`src/rtl/note_map_pkg.sv`:
```
// ============================================================================
// Module   : note_map_pkg
// Brief    : Shared command/state encodings and default sizing for the note map.
// Revision : 1.0
// ============================================================================
`default_nettype none

package note_map_pkg;

    localparam int DEFAULT_SIZE       = 128;
    localparam int DEFAULT_CLR_STRIDE = 8;

    typedef enum logic [1:0] {
        OP_NOP     = 2'b00,
        OP_SET     = 2'b01,
        OP_CLR     = 2'b10,
        OP_CLR_ALL = 2'b11
    } op_e;

    typedef enum logic [0:0] {
        IDLE  = 1'b0,
        SWEEP = 1'b1
    } state_e;

endpackage

`default_nettype wire

```
`src/rtl/chunk_popcount.sv`:
```
// ============================================================================
// Module   : chunk_popcount
// Brief    : Combinational population count of one WIDTH-bit clear chunk.
// Revision : 1.0
// ============================================================================
`default_nettype none

module chunk_popcount #(
    parameter int WIDTH = 8
) (
    input  logic [WIDTH-1:0]             bits_i,
    output logic [$clog2(WIDTH+1)-1:0]   pop_o
);

    localparam int POP_W = $clog2(WIDTH + 1);

    always_comb begin
        pop_o = '0;
        for (int i = 0; i < WIDTH; i++) begin
            pop_o = pop_o + POP_W'(bits_i[i]);
        end
    end

endmodule

`default_nettype wire

```
`src/rtl/note_map_decoder.sv`:
```
// ============================================================================
// Module   : note_map_decoder
// Brief    : Note-slot bitmap with SET/CLR/CLR_ALL commands; CLR_ALL sweeps the
//            map CLR_STRIDE bits per cycle. NOTE_MAP_DECODER_COUNT_EN adds a
//            live count of set bits.
// Revision : 1.0
// ============================================================================
`default_nettype none

module note_map_decoder
    import note_map_pkg::*;
#(
    parameter int SIZE       = DEFAULT_SIZE,
    parameter int CLR_STRIDE = DEFAULT_CLR_STRIDE
) (
    input  logic                     clk50M,
    input  logic                     rst_n,
    input  logic                     in_valid,
    output logic                     in_ready,
    input  logic [1:0]               in_op,
    input  logic [$clog2(SIZE)-1:0]  in_index,
    output logic [SIZE-1:0]          map,
    output logic [SIZE-1:0]          onehot,
    output logic                     busy
`ifdef NOTE_MAP_DECODER_COUNT_EN
    ,
    output logic [$clog2(SIZE):0]    count
`endif
);

    localparam int NCHUNK = SIZE / CLR_STRIDE;
    localparam int PTR_W  = (NCHUNK > 1) ? $clog2(NCHUNK) : 1;
    localparam logic [PTR_W-1:0] LAST_PTR = PTR_W'(NCHUNK - 1);

    state_e            state_q, state_d;
    logic [PTR_W-1:0]  ptr_q, ptr_d;
    logic [SIZE-1:0]   map_q, map_d;
    logic [SIZE-1:0]   onehot_q, onehot_d;
    logic              cmd_accept;
    op_e               op;

    assign op         = op_e'(in_op);
    assign in_ready   = (state_q == IDLE);
    assign busy       = (state_q == SWEEP);
    assign cmd_accept = in_valid && in_ready;
    assign map        = map_q;
    assign onehot     = onehot_q;

    always_comb begin
        state_d  = state_q;
        ptr_d    = ptr_q;
        map_d    = map_q;
        onehot_d = onehot_q;
        case (state_q)
            IDLE: begin
                if (cmd_accept) begin
                    case (op)
                        OP_SET: begin
                            map_d[in_index] = 1'b1;
                            onehot_d        = SIZE'(1) << in_index;
                        end
                        OP_CLR: begin
                            map_d[in_index] = 1'b0;
                            onehot_d        = SIZE'(1) << in_index;
                        end
                        OP_CLR_ALL: begin
                            onehot_d = '0;
                            ptr_d    = '0;
                            state_d  = SWEEP;
                        end
                        default: ;
                    endcase
                end
            end
            SWEEP: begin
                // Constant part-selects keep the chunk clear a plain decoded mux.
                for (int c = 0; c < NCHUNK; c++) begin
                    if (ptr_q == PTR_W'(c)) begin
                        map_d[c*CLR_STRIDE +: CLR_STRIDE] = '0;
                    end
                end
                ptr_d = ptr_q + PTR_W'(1);
                if (ptr_q == LAST_PTR) begin
                    ptr_d   = '0;
                    state_d = IDLE;
                end
            end
            default: state_d = IDLE;
        endcase
    end

    always_ff @(posedge clk50M or negedge rst_n) begin
        if (!rst_n) begin
            state_q  <= IDLE;
            ptr_q    <= '0;
            map_q    <= '0;
            onehot_q <= '0;
        end else begin
            state_q  <= state_d;
            ptr_q    <= ptr_d;
            map_q    <= map_d;
            onehot_q <= onehot_d;
        end
    end

`ifdef NOTE_MAP_DECODER_COUNT_EN
    localparam int CNT_W = $clog2(SIZE) + 1;
    localparam int POP_W = $clog2(CLR_STRIDE + 1);

    logic [CLR_STRIDE-1:0] sweep_chunk;
    logic [POP_W-1:0]      chunk_pop;
    logic [CNT_W-1:0]      count_q, count_d;

    always_comb begin
        sweep_chunk = '0;
        for (int c = 0; c < NCHUNK; c++) begin
            if (ptr_q == PTR_W'(c)) begin
                sweep_chunk = map_q[c*CLR_STRIDE +: CLR_STRIDE];
            end
        end
    end

    chunk_popcount #(
        .WIDTH (CLR_STRIDE)
    ) u_chunk_popcount (
        .bits_i (sweep_chunk),
        .pop_o  (chunk_pop)
    );

    // Only real transitions move the count, so it stays within 0..SIZE.
    always_comb begin
        count_d = count_q;
        if (state_q == SWEEP) begin
            count_d = count_q - CNT_W'(chunk_pop);
        end else if (cmd_accept && (op == OP_SET) && !map_q[in_index]) begin
            count_d = count_q + CNT_W'(1);
        end else if (cmd_accept && (op == OP_CLR) && map_q[in_index]) begin
            count_d = count_q - CNT_W'(1);
        end
    end

    always_ff @(posedge clk50M or negedge rst_n) begin
        if (!rst_n) begin
            count_q <= '0;
        end else begin
            count_q <= count_d;
        end
    end

    assign count = count_q;
`endif

endmodule

`default_nettype wire
```
`config.mk`:
```
export PLATFORM = sky130hd
export DESIGN_NAME = note_map_decoder
export DESIGN_NICKNAME = d
export VERILOG_FILES = /design/src/rtl/note_map_pkg.sv /design/src/rtl/chunk_popcount.sv /design/src/rtl/note_map_decoder.sv
export SDC_FILE = /design/constraint.sdc
export NUM_CORES = 1
export LEC_CHECK = 0
export CAP_MARGIN = 10
export CORE_MARGIN = 2
export CORE_UTILIZATION = 45
export CTS_CLUSTER_SIZE = 25
export DETAILED_ROUTE_END_ITERATION = 7
export DONT_BUFFER_PORTS = 1
export HOLD_SLACK_MARGIN = 0.1
export PLACE_DENSITY_LB_ADDON = 0.15
export SYNTH_ARGS = -nofsm -noshare
export SYNTH_HDL_FRONTEND = slang
export SYNTH_SLANG_ARGS = --single-unit
```
`constraint.sdc`:
```
create_clock -name clk50M -period 4.6 [get_ports clk50M]
set_clock_uncertainty 0.15 [all_clocks]
set_input_delay 0.92 -clock clk50M [delete_from_list [all_inputs] [get_ports clk50M]]
set_output_delay 0.92 -clock clk50M [all_outputs]
set_load 0.03 [all_outputs]
```
[After elaboration in Yosys (flattened, before gate mapping)]
Index checks and enable logic that the tools add are counted.
Storage, ports and cells
  bits in registers: 261
  latch bits: 0
  RAM bits: 0
  bits in read-only memories: 0
  input port bits: 12
  output and inout port bits: 258
  memories kept: 0
Cells by class
  add/sub/neg operators: 1
  $mul: 0
  div/mod/pow operators: 0
  $lt $le $gt $ge: 2
  eq/ne operators: 37
  shifts and indexed selects: 1
  muxes and demuxes: 30
  bitwise logic cells: 4
  reduce and logical (&&, ||, !) cells: 23
Operator list (count)
  $pmux W128 S2: 3
  $and A128 B128 Y128: 1
  $mux W128: 1
  $mux W8: 16
  $not A128 Y128: 1
  $or A128 B128 Y128: 1
  $shl A1 B7 Y128 const A: 1
  $reduce_and A3 Y1: 17
  $ne A2 B1 Y1 const B: 18
  $eq A4 B4 Y1 const B: 8
  $eq A4 B3 Y1 const B: 4
  $mux W4: 3
  $eq A4 B2 Y1 const B: 2
  $lt A7 B8 Y1 const B: 1
  $pmux W4 S2: 1
  $demux W1 S7: 1
  $ge A7 B1 Y1 const B: 1
  $add A4 B1 Y4 const B: 1
  $eq A2 B2 Y1 const B: 2
  $eq A4 B1 Y1 const B: 1
  $logic_not A4 Y1: 1
  $mux W1: 4
  $ne A3 B1 Y1 const B: 1
  $eq A2 B1 Y1 const B: 1
  6 further kinds: 7

[Longest topological paths before layout]
  depth after elaboration: 9
  mapped depth: 6
  gate-level depth less buffers: 5

[Worst setup path after synthesis]
No wires, ideal clock.
  path type: reg-to-output
  start: reg state_q (netlist: busy)
  end: out in_ready
  data arrival time: 1383 ps
  data required time: 3530 ps
  setup slack: 2147 ps
  stages on the path, launching flop included: 5
  buffers on the path: 3
  cell sequence: dfrtp_1 -> buf_4 -> buf_2 -> clkbuf_1 -> inv_1
On the way
  word-level cells in the longest chain between the ends: 1
RTL lines
  start, declared: RTL line note_map_decoder.sv:35  | state_e state_q, state_d;
  start signal, assigned: RTL line note_map_decoder.sv:99  | state_q <= state_d;
  $not A1 Y1 (no source line)
  end, declared: RTL line note_map_decoder.sv:19  | output logic in_ready,
No other way between the ends.

[Worst setup path in the final report]
  start: reg state_q (netlist: busy)
  end: reg map_q[13] (netlist: map[13])
On the way
  word-level cells in the longest chain between the ends: 4
RTL lines
  $not A1 Y1 (no source line)
  $logic_and A1 B1 Y1: RTL line note_map_decoder.sv:45  | assign cmd_accept = in_valid && in_ready;
  $ne A2 B1 Y1 (no source line)
  $reduce_and A3 Y1 (no source line)
  end signal, assigned: RTL line note_map_decoder.sv:101  | map_q <= map_d;
  end, declared: RTL line note_map_decoder.sv:37  | logic [SIZE-1:0] map_q, map_d;
Parallel ways exist; a longest one is shown, timed or not.
A chain may end at the register's enable or synchronous reset.

==> flow_summary.ini <==
[status]
outcome = finished, violations left
violations = hold timing

[die]
start_util_pct = 45.81
die_x_um = 164.1
placementRows = 58
die_h_um = 164.1
die_area_um2 = 26930
core_um2 = 25180
io_pins = 270

[timing]
rsz0062_at_grt = no
hold_slack_ps = -68.84
fin_crit_sh_pct = 61.12
setup_tns_ps = 0
finalHoldViolCount = 259
layout_min_cycle_time_ps = 2811
slew_headroom_pct = 34.81
setup_violations = 0
maxSlewViolCount = 0
max_freq_mhz = 355.7
setup_slack_ps = 1789
tightest_slew_ps = 975.8

[detailed_routing]
drt-initial-drc-count = 780
wirelength_um = 36510
dr.pass1.iters = 8
top_layer = met4
route.met2.wl_um = 16620
route.detailed.drc = 0
ant_nets = 0
wl_met1_um = 15310
vias_per_cell = 6.572
wl_per_cell_um = 28.19
num_vias = 8511
wl_met3_um = 3644

[final_layout]
area_delta_synth_final_pct = 10.77
multi_input_area_um2 = 4542
nets = 960
fillCellCount = 2219
fin_util_pct = 50.75
drive_gt1_share_pct = 9.534
antenna_cells = 0
register_area_um2 = 6531
final_cells = 1295

[job]
cap_violations = 0

[cts]
post_cts_resized = 0
clk_pin_slew_ps = 60
clockRootBuffer = clkbuf_16
cts_inserted_buffers = 28
htree_levels = 1
tritoncts = built
cts_sinks = 261
clock_latency_ps = 550
clockBufferDepth = 3

[logic_synthesis]
synth-main-ff-cell = dfrtp_1
synth_area_um2 = 11540
synth_async_sr_flop_share_pct = 100.0
synth_nets = 1024
ys_seq_elements = 261
yosys_warnings = 0
netlist_instances = 1008
synth_edf_count = 0
synth-seq-area-share_pct = 56.62
syn_area_per_cell_um2 = 11.44
ys_types = 52

[worst_setup_path]
endpoint = map[13]
r2r_cells = 5
r2r_slack_ps = 1790
timing.rr.end = map[13]
r2r_start = busy
cp.required_ps = 4820
critPathLaunchType = register
critical_path.max_fanout = 31
critPathLaunch = busy
worstPathArrival_ps = 3040
worstSetupPathType = reg2reg
end_kind = register

[hold_path]
hold_class = in2async

[placed_design]
io_buffers = 0
dpl.cell_count = 1244
dp_hpwl_um = 23220
routabilityCongestion = 0.7834
dp_worst_setup_slack_ps = 1727

[power]
vdd_drop_max_uv = 249.2
powerDensity_nw_per_um2 = 566.0
p_leak_nw = 6.044

[global_route]
grt_usage_pct = 26.95
grt_pass1_wl_um = 55400
grt_pass1_vias = 8604
grt_max_degree = 262
globalRouteOverflowTotal = 0
antenna_found_initial = 0
worst min-delay path by stage:
stage	to	depth (start not counted)	slack, ps
after floorplan	ptr_q[0]	2	380
after global placement	ptr_q[0]	2	430
after detailed placement	ptr_q[0]	2	430
after CTS	onehot[31]	0	-90
after global routing	onehot[91]	0	-90
final	onehot[91]	0	-70
synthesized netlist by cell type, drive strengths merged (16+ instances only):
master	instances	area, um2
clkbuf	65	247.7
a22o	34	297.8
inv	16	60.06
mux2i	74	740.7
nand4	72	450.4
o2bb2ai	72	630.6
a311oi	16	140.1
o2111ai	16	140.1
nor4	23	143.9
dfrtp	261	6531
a41oi	24	210.2
a21o	23	172.7
buf	55	264.0
nand2	113	424.2
area by class of cell:
cell class                 count  share of cell area [%]
clock inverter                12                   1.498
timing repair buffer          26                   1.625
clock buffer                  39                   6.521
tap                          330                   3.231
inverter                      16                  0.4700
multi-input combinational    611                   35.54
sequential                   261                   51.11
kinds of logic after synthesis:
family / Yosys count / share of synthesized area (%)
xor gates and xnor gates: 3 / 0.2278
muxes: 74 / 6.421
DFF: 261 / 56.62
buffers and inverters: 136 / 4.957
adders and majority gates: 4 / 0.4339
and+or+nand+nor: 295 / 14.06
AOI/OAI and AO/OA: 235 / 17.29
repair_timing:
action,4_1_cts,5_1_grt
setup buffers,0,0
endpoints found under the hold margin,261,261
setup endpoints to repair,0,0
critical path: stages (launching register included):
cell and delay [ps]:
dfrtp_1 570, buf_4 320, nor4b_4 350, buf_4 390, and2_1 660, a311oi_1 190
routing by layer:
layer	track usage, %	vias to the layer above
met5	0	-
met3	8.965	60
li1	-	3715
met1	37.01	4389
met2	40.91	347
met4	7.456	0
flip-flops by register name, indices dropped and copies added (netlist names):
register	count
onehot	128
ptr_q	4
busy	1
map	128
through the flow:
stage	hold slack (ps)	area, um2	total power, mW
after CTS	-87.84	12780	7.283
after global placement	427.3	11750	4.762
final	-68.84	12780	7.233
after floorplan	383.4	11540	4.426
after detailed placement	425.6	11750	4.790
after global routing	-89.96	12780	7.537
layout by cell type (no fill, tap or decap), types with 5 or more instances in the layout:
master | Yosys | routed
a211oi_1 | 8 | 8
a21o_1 | 23 | 23
a22o_1 | 34 | 34
a311oi_1 | 16 | 16
a41o_1 | 5 | 5
a41oi_1 | 24 | 24
and2_1 | 8 | 8
buf_4 | 2 | 25
bufinv_16 | 0 | 5
clkbuf_16 | 0 | 29
clkbuf_8 | 0 | 7
clkinv_2 | 0 | 5
dfrtp_1 | 261 | 261
inv_1 | 16 | 16
mux2i_1 | 74 | 74
nand2_1 | 113 | 113
nand2b_1 | 7 | 7
nand3_1 | 13 | 13
nand4_1 | 72 | 72
nand4b_1 | 9 | 9
nor2_1 | 10 | 9
nor2b_1 | 8 | 5
nor4_1 | 23 | 23
o2111ai_1 | 16 | 16
o211ai_1 | 9 | 9
o221ai_1 | 8 | 8
o2bb2ai_1 | 72 | 72
o311a_1 | 6 | 6
report_power, final:
part	total (mW)	switching, mW	leakage, nW	internal (mW)
Sequential	3.76	1.10	3.55	2.66
Combinational	0.984	0.641	1.98	0.342
Clock	2.49	0.952	0.506	1.54
Power figures use the tool's default switching activity.
